## src/rtl/serial_frame_tx_pkg.sv

```systemverilog
// Shared types and line levels for the serial frame transmitter.
// Latency: n/a (types and constants only).
// Backpressure: n/a.
package serial_frame_pkg;

  typedef enum logic [2:0] {
    IDLE   = 3'd0,
    START  = 3'd1,
    DATA   = 3'd2,
    PARITY = 3'd3,
    STOP   = 3'd4
  } state_t;

  localparam logic LINE_IDLE = 1'b1;
  localparam logic START_LVL = 1'b0;
  localparam logic STOP_LVL  = 1'b1;

endpackage

```

## src/rtl/serial_frame_tx_if.sv

```systemverilog
// Word handshake plus serial line outputs of the frame transmitter.
// Latency: n/a (signal bundle only).
// Backpressure: tx_valid/tx_ready; the word moves on an edge where both are 1.
// Signals: tx_valid, tx_data (source -> tx), tx_ready, tx_line, tx_oe, busy, done (tx -> source).
interface serial_frame_tx_if #(
  parameter int DATA_W = 8
);
  logic              tx_valid;
  logic [DATA_W-1:0] tx_data;
  logic              tx_ready;
  logic              tx_line;
  logic              tx_oe;
  logic              busy;
  logic              done;

  modport master (
    output tx_valid, tx_data,
    input  tx_ready, tx_line, tx_oe, busy, done
  );

  modport slave (
    input  tx_valid, tx_data,
    output tx_ready, tx_line, tx_oe, busy, done
  );
endinterface

```

## src/rtl/serial_frame_tx_bit_timer.sv

```systemverilog
// Bit-period timer: counts 0..BIT_CYC-1 while run is high, bit_tick on the last count.
// Latency: bit_tick is combinational from the count; count advances each edge.
// Backpressure: none; run=0 or rst=0 holds the count at zero.
// Ports: clk, rst (sync active-low), run, bit_tick.
module bit_timer #(
  parameter int BIT_CYC = 4
) (
  input  logic clk,
  input  logic rst,
  input  logic run,
  output logic bit_tick
);
  // Keep at least one counter bit so BIT_CYC=1 still elaborates; the count
  // then never leaves zero and bit_tick is permanently high.
  localparam int CW = (BIT_CYC > 1) ? $clog2(BIT_CYC) : 1;
  localparam logic [CW-1:0] LAST = CW'(BIT_CYC - 1);

  logic [CW-1:0] cnt;

  assign bit_tick = (cnt == LAST);

  always_ff @(posedge clk) begin
    if (!rst || !run || bit_tick) cnt <= '0;
    else                          cnt <= cnt + CW'(1);
  end
endmodule

```

## src/rtl/serial_frame_tx.sv

```systemverilog
// Serial frame transmitter: start bit, DATA_W data bits LSB-first, optional even parity, stop bit.
// Latency: start bit on the line the cycle after acceptance; done pulses the cycle after the stop bit.
// Backpressure: tx_ready only in IDLE (incl. the done cycle); offers while busy are ignored.
// Ports: clk, rst (sync active-low), bus (slave modport: tx_valid/tx_data in; tx_ready/tx_line/tx_oe/busy/done out).
// Build option: define TX_PARITY_EN to insert the even-parity bit between data and stop.
module serial_frame_tx
  import serial_frame_pkg::*;
#(
  parameter int DATA_W  = 8,
  parameter int BIT_CYC = 4
) (
  input  logic              clk,
  input  logic              rst,
  serial_frame_tx_if.slave  bus
);
  localparam int CNT_W = $clog2(DATA_W + 1);
  localparam logic [CNT_W-1:0] LAST_BIT = CNT_W'(DATA_W - 1);

  state_t            state, state_nxt;
  logic [DATA_W-1:0] shreg, shreg_nxt;
  logic [CNT_W-1:0]  bit_cnt, bit_cnt_nxt;
  logic              line_nxt, active_nxt, done_nxt;
  logic              bit_tick, accept;
`ifdef TX_PARITY_EN
  logic              par_acc, par_nxt;
`endif

  assign bus.tx_ready = (state == IDLE) && rst;
  assign accept       = bus.tx_valid && bus.tx_ready;

  bit_timer #(.BIT_CYC(BIT_CYC)) u_bit_timer (
    .clk      (clk),
    .rst      (rst),
    .run      (state != IDLE),
    .bit_tick (bit_tick)
  );

  always_comb begin
    state_nxt   = state;
    shreg_nxt   = shreg;
    bit_cnt_nxt = bit_cnt;
    done_nxt    = 1'b0;
`ifdef TX_PARITY_EN
    par_nxt     = par_acc;
`endif
    case (state)
      IDLE: begin
        if (accept) begin
          state_nxt   = START;
          shreg_nxt   = bus.tx_data;
          bit_cnt_nxt = '0;
`ifdef TX_PARITY_EN
          par_nxt     = 1'b0;
`endif
        end
      end
      START: begin
        if (bit_tick) state_nxt = DATA;
      end
      DATA: begin
        if (bit_tick) begin
          shreg_nxt = shreg >> 1;
`ifdef TX_PARITY_EN
          par_nxt   = par_acc ^ shreg[0];
`endif
          if (bit_cnt == LAST_BIT) begin
            bit_cnt_nxt = '0;
`ifdef TX_PARITY_EN
            state_nxt   = PARITY;
`else
            state_nxt   = STOP;
`endif
          end else begin
            bit_cnt_nxt = bit_cnt + CNT_W'(1);
          end
        end
      end
`ifdef TX_PARITY_EN
      PARITY: begin
        if (bit_tick) state_nxt = STOP;
      end
`endif
      STOP: begin
        if (bit_tick) begin
          state_nxt = IDLE;
          done_nxt  = 1'b1;
        end
      end
      default: state_nxt = IDLE;
    endcase

    // Outputs are registered, so derive them from the state being entered.
    line_nxt = LINE_IDLE;
    case (state_nxt)
      START:  line_nxt = START_LVL;
      DATA:   line_nxt = shreg_nxt[0];
`ifdef TX_PARITY_EN
      PARITY: line_nxt = par_nxt;
`endif
      STOP:   line_nxt = STOP_LVL;
      default: line_nxt = LINE_IDLE;
    endcase
    active_nxt = (state_nxt != IDLE);
  end

  always_ff @(posedge clk) begin
    if (!rst) begin
      state       <= IDLE;
      shreg       <= '0;
      bit_cnt     <= '0;
      bus.tx_line <= LINE_IDLE;
      bus.tx_oe   <= 1'b0;
      bus.busy    <= 1'b0;
      bus.done    <= 1'b0;
`ifdef TX_PARITY_EN
      par_acc     <= 1'b0;
`endif
    end else begin
      state       <= state_nxt;
      shreg       <= shreg_nxt;
      bit_cnt     <= bit_cnt_nxt;
      bus.tx_line <= line_nxt;
      bus.tx_oe   <= active_nxt;
      bus.busy    <= active_nxt;
      bus.done    <= done_nxt;
`ifdef TX_PARITY_EN
      par_acc     <= par_nxt;
`endif
    end
  end
endmodule

```

## src/flat_wrapper.sv

```systemverilog
// flat-port wrapper written by rule: the top's interface ports become plain ports
module serial_frame_tx_flat import serial_frame_pkg::*;
#(
  parameter int DATA_W  = 8,
  parameter int BIT_CYC = 4
)
  (clk, rst, bus_tx_valid, bus_tx_data, bus_tx_ready, bus_tx_line, bus_tx_oe, bus_busy, bus_done);
  serial_frame_tx_if #(.DATA_W(DATA_W)) bus_i ();
  input  logic clk;
  input  logic rst;
  input wire logic [$bits(bus_i.tx_valid)-1:0] bus_tx_valid;
  input wire logic [$bits(bus_i.tx_data)-1:0] bus_tx_data;
  output wire logic [$bits(bus_i.tx_ready)-1:0] bus_tx_ready;
  output wire logic [$bits(bus_i.tx_line)-1:0] bus_tx_line;
  output wire logic [$bits(bus_i.tx_oe)-1:0] bus_tx_oe;
  output wire logic [$bits(bus_i.busy)-1:0] bus_busy;
  output wire logic [$bits(bus_i.done)-1:0] bus_done;
  assign bus_i.tx_valid = bus_tx_valid;
  assign bus_i.tx_data = bus_tx_data;
  assign bus_tx_ready = bus_i.tx_ready;
  assign bus_tx_line = bus_i.tx_line;
  assign bus_tx_oe = bus_i.tx_oe;
  assign bus_busy = bus_i.busy;
  assign bus_done = bus_i.done;
  serial_frame_tx #(.DATA_W(DATA_W), .BIT_CYC(BIT_CYC)) u_core (.clk(clk), .rst(rst), .bus(bus_i));
endmodule
```

## config.mk

```make
export PLATFORM = sky130hd
export DESIGN_NAME = serial_frame_tx_flat
export DESIGN_NICKNAME = d
export VERILOG_FILES = /design/src/rtl/serial_frame_tx_pkg.sv /design/src/rtl/serial_frame_tx_if.sv /design/src/rtl/serial_frame_tx_bit_timer.sv /design/src/rtl/serial_frame_tx.sv /design/src/flat_wrapper.sv
export SDC_FILE = /design/constraint.sdc
export NUM_CORES = 1
export LEC_CHECK = 0
export BUFFER_PORTS_ARGS = -buffer_cell sky130_fd_sc_hd__clkbuf_2
export CORE_MARGIN = 3
export CORE_UTILIZATION = 55
export CTS_BUF_LIST = sky130_fd_sc_hd__clkbuf_8
export CTS_CLUSTER_SIZE = 14
export DETAILED_ROUTE_END_ITERATION = 10
export GPL_TIMING_DRIVEN = 0
export HOLD_SLACK_MARGIN = 0.06
export PLACE_DENSITY = 0.75
export SLEW_MARGIN = 20
export SYNTH_ARGS = -nofsm -noshare
export SYNTH_HDL_FRONTEND = slang
export SYNTH_SLANG_ARGS = --single-unit
```

## constraint.sdc

```tcl
create_clock -name clk -period 2.4 [get_ports clk]
set_clock_uncertainty 0.15 [all_clocks]
set_input_delay 0.12 -clock clk [delete_from_list [all_inputs] [get_ports clk]]
set_output_delay 0.12 -clock clk [all_outputs]
set_load 0.1 [all_outputs]
```

==> run metrics, run 1 <==
drt first pass iters=4; Vias per Instance=between 5 and 6; CP endpoint kind=flop; Period Utilization, post-route=a little under nine tenths; Num CTS Buffers=3; cell mode on critical path=buf_2; H-tree level count=1; RSZ-0062 raised after global routing=false; Post-route DRC=0; initial antenna violation count=0; Post-Layout Cell Count=approximately 150; Ports=16; Setup Viol. Count Final=0; Final Max Tran Viols=0; Cell variety after synth=38; leak pwr=between 0.4 and 0.5 nW; # rows=14; synthesis-to-finish area growth=24.8%; synth warn=0; critical path peak fanout=10; Slew headroom=roughly 64%; core area=0.00158 mm^2; most used flip-flop cell after synthesis=dfxtp_1; die height=47.8 um; Final Wtd Congestion=around 0.83; Post-Syn Area per Cell=roughly 9 um^2; DR vias=roughly 860; Netlist Area Pre-Place=about 960 um^2; maximum clock rate=approximately 480 MHz; post-DP HPWL=roughly 1.4 mm; Total GRT Usage=20.4%; Post-DRT Antenna Nets=0; CP Data Required Time=2.44 ns; post-synthesis instance total=approximately 110; filler instances=about 110; Iteration-0 DRC Markers=10; Crit-path slowest cell=dfxtp_1; Starting Density=between 60% and 70%; ys async rst share=0%; Synth Register Bits=20; CTS tree=built; clock sink count=20; total power after layout=0.000794 W; max-cap violations=0; largest net degree at the start of global routing=13; WL per Instance=~14 um; actual slew at the worst max-slew pin=~0.54 ns; Storage cell area=between 400 and 500 um^2; WL final=slightly below 2 mm; power per cell area=roughly 660 mW/mm^2; Worst Path Arrival=~2.1 ns; first-pass GRT wire length=about 3.2 mm; Clock Tree Buf Depth=2; Final Cell Area=around 0.0012 mm^2; commonest non-fill, non-tap cell in the layout=dfxtp_1; chip width=between 40 and 50 um; CTS root buffer=clkbuf_8; worst path cell trace=ha_1, buf_2, and4bb_2, buf_4, a21oi_2, buf_2, nand2_1, a21boi_0; critical path class=flop to flop; Port Buf Inserts=15; max incr delay on CP=between 0.3 and 0.4 ns; area of the multi-input gates=just over 500 um^2; Seq/Total Area, Yosys=41.6%; Fin. Hold Viols=0; Die ar.=around 0.0023 mm^2; placed insts=~140; startpoint types=flop; layout cells sized above 1=a little under a quarter; final net count=approximately 150; grt ovf=0; Post-Syn Nets=118; minimum clock period=around 2.1 ns; worst skew pair latency=~0.26 ns; area post-placement=~0.0011 mm^2; leading cell types in the layout, fill and taps excluded=dfxtp_1 (20), clkbuf_2 (15), nand2_1 (10); EDFF count, synth=0; Inserted Diodes=0; peak supply drop=~460 uV; number of global-route vias before repair=759; run status=finished, final reports clean; Hold Path Class=primary input to flop; CTS clk-pin slew, worst paths=0.08 ns
==> cell families (layout without fill, tap and decap cells) <==
logic type               Yosys count  count (layout)  share of synthesized area [%]
AND/OR/NAND/NOR                   42              42                           27.8
buffers and inverters             11              37                           6.37
AO/OA/AOI/OAI                     30              30                           21.6
adder cells (fa/ha/maj)            2               2                           2.60
flip-flops                        20              20                           41.6
==> layout make-up <==
type / count / share of cell area [%]
sequential: 20 / 33.3
timing repair buffer: 22 / 12.1
tap: 16 / 1.67
buffer: 9 / 4.48
clock buffer: 3 / 3.44
clock inverter: 1 / 2.50
multi-input combinational: 74 / 41.9
inverter: 2 / 0.625
==> sequential cells by signal, summed over array words and instances, names as in the netlist <==
signal and count:
u_core.shreg 8, u_core.u_bit_timer.cnt 2, u_core.state 3, u_core.bus.tx_line 1
u_core.bus.tx_oe 1, u_core.bus.done 1, u_core.bit_cnt 4
==> power breakdown <==
part           total, W  switching [W]  leakage, nW  internal [W]
logic          0.000105      0.0000686        0.270     0.0000366
clock network  0.000341       0.000118       0.0357      0.000223
registers      0.000348     0.00000527        0.163      0.000342
total          0.000794       0.000192        0.469      0.000602
==> Yosys cell counts, types with 2 or more instances <==
cell type,number,area share (%)
a211oi_1,2,1.6
a21boi_0,7,5.5
a21boi_1,2,1.6
a21oi_1,4,2.1
a22oi_1,6,4.7
buf_2,4,2.1
buf_4,2,1.6
clkbuf_1,2,0.78
dfxtp_1,20,42
ha_1,2,2.6
inv_1,2,0.78
nand2_1,10,3.9
nand3_1,3,1.6
nand3b_1,2,1.6
nor2_1,4,1.6
nor2b_1,3,2.0
nor3_1,4,2.1
o21ai_0,5,2.6
or2b_1,2,1.6
==> per-layer routing <==
layer,up-vias,track usage [%],share of wire (%)
li1,431,-,-
met1,405,25.9,47
met2,21,32.7,47
met3,5,3.38,4.4
met4,0,11.3,2.1
met5,-,0,0
==> path summary, 6_finish.rpt <==
check / startpoint / end / slack (ns) / cells past startpoint
worst max-delay path: u_core.u_bit_timer.cnt[0]$_SDFF_PP0_ / u_core.shreg[2]$_SDFFE_PN0P_ / 0.33 / 8
worst min-delay path: rst / u_core.bus.done$_SDFF_PN0_ / 0.06 / 3
worst max register to register: u_core.u_bit_timer.cnt[0]$_SDFF_PP0_ / u_core.shreg[2]$_SDFFE_PN0P_ / 0.33 / 8
worst min register to register: u_core.u_bit_timer.cnt[0]$_SDFF_PP0_ / u_core.u_bit_timer.cnt[0]$_SDFF_PP0_ / 0.28 / 1
==> stage by stage <==
stage	utilization (%)	setup WS (ns)	hold slack [ns]	setup TNS, ns
2_1_floorplan	-	-0.192	0.114	-0.517
5_1_grt	76.2	0.136	0.0920	0
4_1_cts	76.2	0.326	0.0659	0
3_3_place_gp	67.2	0.414	0.220	0
3_5_place_dp	67.2	0.343	0.234	0
6_report	76.2	0.328	0.0587	0
==> worst max-delay path: cells and delay by family, from the launching register on <==
| kind | cells | cell delay (ns) |
|---|---|---|
| adders and majority gates | 1 | 0.18 |
| buffers and inverters | 3 | 0.61 |
| DFF | 1 | 0.32 |
| AOI/OAI and AO/OA | 2 | 0.42 |
| and+or+nand+nor | 2 | 0.31 |
==> what timing repair did <==
| item | CTS | global route |
|---|---|---|
| resized for setup | 0 | 0 |
| hold buffers | 7 | 0 |
| setup buffers | 0 | 0 |
| endpoints found under the hold margin | 8 | 0 |
(Power assumes the default switching activity.)
==> inputs of run 2 (changes only) <==
- CORE_MARGIN: 3 -> default
==> run metrics, run 2 (synthesis results as in run 1) <==
run status=finished, final reports clean; met2 global-route usage=34.0% (+1.3 points); Iteration-0 DRC Markers=13 (+3); Period Utilization, post-route=86.2% (-0.14 points); startpoint types=flop; Worst Path Arrival=2.10 ns (about the same); CTS tree=built; Hold Path Class=primary input to flop; Num CTS Buffers=3 (unchanged); die height=43.8 um (-8.4%); RSZ-0062 raised after global routing=false; CTS root buffer=clkbuf_8; Final Wtd Congestion=0.773 (-6.7%); Clock Tree Buf Depth=2 (unchanged); Crit-path slowest cell=dfxtp_1; synthesis-to-finish area growth=24.8% (unchanged); DR vias=836 (-3.0%); grt ovf=0 (unchanged); H-tree level count=1 (unchanged); clock sink count=20 (unchanged); drt first pass iters=6 (+2); total power after layout=0.000790 W (-0.43%); Largest regs=u_core.shreg x8, u_core.bit_cnt x4, u_core.state x3; maximum clock rate=483 MHz (+0.16%); cell mode on critical path=buf_2; # rows=14 (unchanged); Biggest register=u_core.shreg; leading cell types in the layout, fill and taps excluded=dfxtp_1 (20), clkbuf_2 (15), nand2_1 (10); peak supply drop=399 uV (-13%); CTS clk-pin slew, worst paths=0.08 ns (about the same); Post-DRT Antenna Nets=0 (unchanged); WL per Instance=12.5 um (-7.5%); power per cell area=658 mW/mm^2 (-0.43%); chip width=43.8 um (-8.4%); number of global-route vias before repair=748 (-1.4%); GRT busiest layer=met2; Slew headroom=64.2% (+0.073 points); Total GRT Usage=22.5% (+2.1 points); placed insts=136 (unchanged); Final Max Tran Viols=0 (unchanged); leak pwr=0.469 nW (unchanged); critical path class=flop to flop; Setup Buffers After CTS=0 (unchanged); max-cap violations=0 (unchanged); largest net degree at the start of global routing=13 (unchanged); commonest non-fill, non-tap cell in the layout=dfxtp_1; Starting Density=61.0% (unchanged); critical path peak fanout=10 (unchanged); initial antenna violation count=0 (unchanged); Die ar.=0.00192 mm^2 (-16%); Vias per Instance=5.69 (-3.0%); WL final=1.84 mm (-7.5%); GR Util met3=3.75% (+0.37 points); worst skew pair latency=0.26 ns (about the same); core area=0.00158 mm^2 (unchanged); Fin. Hold Viols=0 (unchanged); Reg2Reg Setup Slack=0.33 ns (about the same); layout cells sized above 1=22.9% (unchanged); Inserted Diodes=0 (unchanged); worst path cell trace=ha_1, buf_2, and4bb_2, buf_4, a21oi_2, buf_2, nand2_1, a21boi_0; actual slew at the worst max-slew pin=0.540 ns (-0.00110 ns); CP Data Required Time=2.44 ns (about the same); met1 Use GR=30.8% (+5.0 points); final net count=145 (unchanged); max incr delay on CP=0.32 ns (about the same); minimum clock period=2.07 ns (-0.00324 ns); Ports=16 (unchanged); CP endpoint kind=flop; Port Buf Inserts=15 (unchanged); Post-route DRC=0 (unchanged); max reg flops=8 (unchanged); Post-Layout Cell Count=147 (unchanged); post-DP HPWL=1.32 mm (-2.9%); first-pass GRT wire length=3.19 mm (-1.7%); Setup Viol. Count Final=0 (unchanged); worst hold slack=0.0593 ns (+0.000665 ns)
## run 2: cell counts in the layout (fill, tap and decap cells not counted)
Identical to the previous run, type by type.
## run 2: final cells by class
class                           instances  area, um^2
Buffer                                  9        53.8
Clock buffer                            3        41.3
Clock inverter                          1        30.0
Fill cell                             115         375
Inverter                                2        7.51
Multi-Input combinational cell         74         503
Sequential cell                        20         400
Tap cell                               16        20.0
Timing Repair Buffer                   22         145
## run 2: critical path, delay by kind of cell, from the launching register on
family | cells | cell delay (ns)
AO/OA/AOI/OAI | 2 | 0.43
flip-flops | 1 | 0.32
adder cells (fa/ha/maj) | 1 | 0.18
AND/OR/NAND/NOR | 2 | 0.32
buffers and inverters | 3 | 0.60
## run 2: metal layers
layer / routed length [um] / vias up / share of wire, %
li1: - / 430 / -
met1: 910 / 385 / 49
met2: 847 / 16 / 46
met3: 52 / 5 / 2.8
met4: 29 / 0 / 1.6
met5: 0 / - / 0
## run 2: power by group
part / internal [W] / switching [W]
clock: 0.000223 / 0.000115
combinational: 0.0000366 / 0.0000676
sequential: 0.000343 / 0.00000538
## run 2: timing repair
| action | 4_1_cts | 5_1_grt |
|---|---|---|
| hold buffers | 7 | 0 |
| gates resized for setup | 0 | 0 |
| hold endpoints to repair | 10 | 0 |
## run 2: final timing paths
path | start | to | depth (start not counted)
worst min register to register | u_core.u_bit_timer.cnt[0]$_SDFF_PP0_ | u_core.u_bit_timer.cnt[0]$_SDFF_PP0_ | 1
worst max register to register | u_core.u_bit_timer.cnt[0]$_SDFF_PP0_ | u_core.shreg[2]$_SDFFE_PN0P_ | 8
worst min-delay path | bus_tx_data[2] | u_core.shreg[2]$_SDFFE_PN0P_ | 3
worst max-delay path | u_core.u_bit_timer.cnt[0]$_SDFF_PP0_ | u_core.shreg[2]$_SDFFE_PN0P_ | 8
## run 2: stage by stage
step	cell area (um^2)	setup slack (ns)	setup TNS [ns]	util, %
final	1200	0.332	0	76.2
after detailed placement	1060	0.325	0	67.2
after CTS	1200	0.311	0	76.2
after global placement	1060	0.414	0	67.2
after floorplan	965	-0.192	-0.517	-
after global routing	1200	0.215	0	76.2
==> inputs of run 3 (changes only) <==
- CAP_MARGIN: default -> 20
- CORE_MARGIN: default -> 2
- CORE_UTILIZATION: 55 -> 57
- PLACE_DENSITY: 0.75 -> 0.78
==> run metrics, run 3 (synthesis results as in run 1) <==
peak supply drop=413 uV (+3.4%); CTS clk-pin slew, worst paths=0.07 ns (about the same); post-DP HPWL=1.29 mm (-2.1%); power per cell area=585 mW/mm^2 (-11%); H-tree level count=1 (unchanged); # rows=14 (unchanged); Clock Tree Buf Depth=2 (unchanged); critical path peak fanout=10 (unchanged); Post-Layout Cell Count=149 (+1.4%); WL final=1.88 mm (+2.4%); Iteration-0 DRC Markers=18 (+5); max-cap violations=0 (unchanged); chip width=45.1 um (+2.9%); Num CTS Buffers=3 (unchanged); Hold Path Class=primary input to flop; Setup Viol. Count Final=0 (unchanged); drt first pass iters=4 (-2); maximum clock rate=479 MHz (-0.92%); CTS tree=built; filler instances=122 (+6.1%); critical path class=flop to flop; Hold EP=u_core.shreg[7]$_SDFFE_PN0P_; RSZ-0062 raised after global routing=false; DR vias=844 (+0.96%); Vias per Instance=5.66 (-0.40%); reg2reg path depth=8 (unchanged); worst skew pair latency=0.25 ns (about the same); worst hold slack=0.136 ns (+0.0770 ns); Post-route DRC=0 (unchanged); first-pass GRT wire length=3.26 mm (+2.4%); grt ovf=0 (unchanged); layout cells sized above 1=22.6% (-0.34 points); Storage cell area=400 um^2 (unchanged); actual slew at the worst max-slew pin=0.539 ns (-0.000289 ns); Die ar.=0.00203 mm^2 (+5.8%); Crit Reg-Reg Startpoint=u_core.u_bit_timer.cnt[0]$_SDFF_PP0_; Setup TNS Final=0 ns (unchanged); Hold Crit Start=bus_tx_valid; Setup Buffers After CTS=0 (unchanged); Reg2Reg Setup Slack=0.31 ns (-0.02 ns); startpoint types=flop; max reg flops=8 (unchanged); total power after layout=0.000705 W (-11%); initial antenna violation count=0 (unchanged); area of the multi-input gates=503 um^2 (unchanged); Largest regs=u_core.shreg x8, u_core.bit_cnt x4, u_core.state x3; clock sink count=20 (unchanged); commonest non-fill, non-tap cell in the layout=dfxtp_1; CTS root buffer=clkbuf_8; Worst Path Arrival=2.11 ns (about the same); Starting Density=62.4% (+1.4 points); Final Wtd Congestion=0.834 (+7.9%); leading cell types in the layout, fill and taps excluded=dfxtp_1 (20), clkbuf_2 (15), nand2_1 (10); WL per Instance=12.6 um (+1.1%); largest net degree at the start of global routing=12 (-1); Slew headroom=64.2% (about the same); minimum clock period=2.09 ns (+0.0192 ns); run status=finished, final reports clean; Port Buf Inserts=15 (unchanged); Inserted Diodes=0 (unchanged); Final Max Tran Viols=0 (unchanged); Ports=16 (unchanged); CP Data Required Time=2.42 ns (-0.02 ns); core area=0.00154 mm^2 (-2.2%); CP endpoint kind=flop; synthesis-to-finish area growth=25.2%; r2r endpoint=u_core.shreg[6]$_SDFFE_PN0P_; Total GRT Usage=21.8% (-0.65 points); final net count=147 (+1.4%); hold path cells=4 (+1); Post-DRT Antenna Nets=0 (unchanged); number of global-route vias before repair=777 (+3.9%); Period Utilization, post-route=87.0% (+0.80 points); leak pwr=0.470 nW (+0.30%); die height=45.1 um (+2.9%); Final Core Density=78.2% (+2.0 points); Fin. Hold Viols=0 (unchanged); Biggest register=u_core.shreg; placed insts=136 (unchanged)
run 3: stage by stage:
step	setup WS [ns]	instance area [um^2]
floorplan	-0.192	965
global placement	0.419	1060
detailed placement	0.366	1060
CTS	0.348	1200
global route	0.173	1200
finish	0.312	1200
run 3: area by class of cell:
| cell class | instances | share of cell area (%) |
|---|---|---|
| plain buffers | 9 | 4.47 |
| clock buffers | 4 | 4.57 |
| inverters | 2 | 0.623 |
| multi-input cells | 74 | 41.7 |
| flip-flops and latches | 20 | 33.2 |
| well taps | 16 | 1.66 |
| repair buffers | 24 | 13.7 |
run 3: worst max-delay path: stages (launching register included):
cell      delay, ns
dfxtp_1        0.32
ha_1           0.19
buf_2          0.17
and4bb_2       0.23
buf_4          0.16
a21oi_2        0.24
buf_2          0.27
nand2_1        0.09
a21boi_0       0.19
run 3: timing repair:
item / CTS / global route
gates resized for setup: 0 / 0
endpoints found under the hold margin: 10 / 0
setup endpoints to repair: 0 / 0
hold buffers: 9 / 0
run 3: worst max path at each step:
stage	endpoint	slack, ns	depth (start not counted)	from
4_1_cts	u_core.bit_cnt[2]$_SDFFE_PN0P_	0.35	8	u_core.u_bit_timer.cnt[0]$_SDFF_PP0_
6_report	u_core.shreg[6]$_SDFFE_PN0P_	0.31	8	u_core.u_bit_timer.cnt[0]$_SDFF_PP0_
5_1_grt	u_core.shreg[6]$_SDFFE_PN0P_	0.17	8	u_core.u_bit_timer.cnt[0]$_SDFF_PP0_
2_1_floorplan	u_core.bit_cnt[2]$_SDFFE_PN0P_	-0.19	5	u_core.state[2]$_SDFF_PN0_
3_5_place_dp	u_core.bit_cnt[2]$_SDFFE_PN0P_	0.37	8	u_core.u_bit_timer.cnt[0]$_SDFF_PP0_
3_3_place_gp	u_core.bit_cnt[2]$_SDFFE_PN0P_	0.42	8	u_core.u_bit_timer.cnt[0]$_SDFF_PP0_
run 3: metal layers:
layer / vias up / track usage [%] / wire, um
li1: 438 / - / -
met1: 388 / 28.8 / 905
met2: 16 / 34.9 / 898
met3: 2 / 3.60 / 70
met4: 0 / 10.0 / 9
met5: - / 0 / 0
run 3: report_power, final:
part / switching (W) / internal (W) / leakage, nW
clock network: 0.000105 / 0.000146 / 0.0288
logic: 0.0000676 / 0.0000387 / 0.278
registers: 0.00000541 / 0.000343 / 0.163
total: 0.000178 / 0.000527 / 0.470
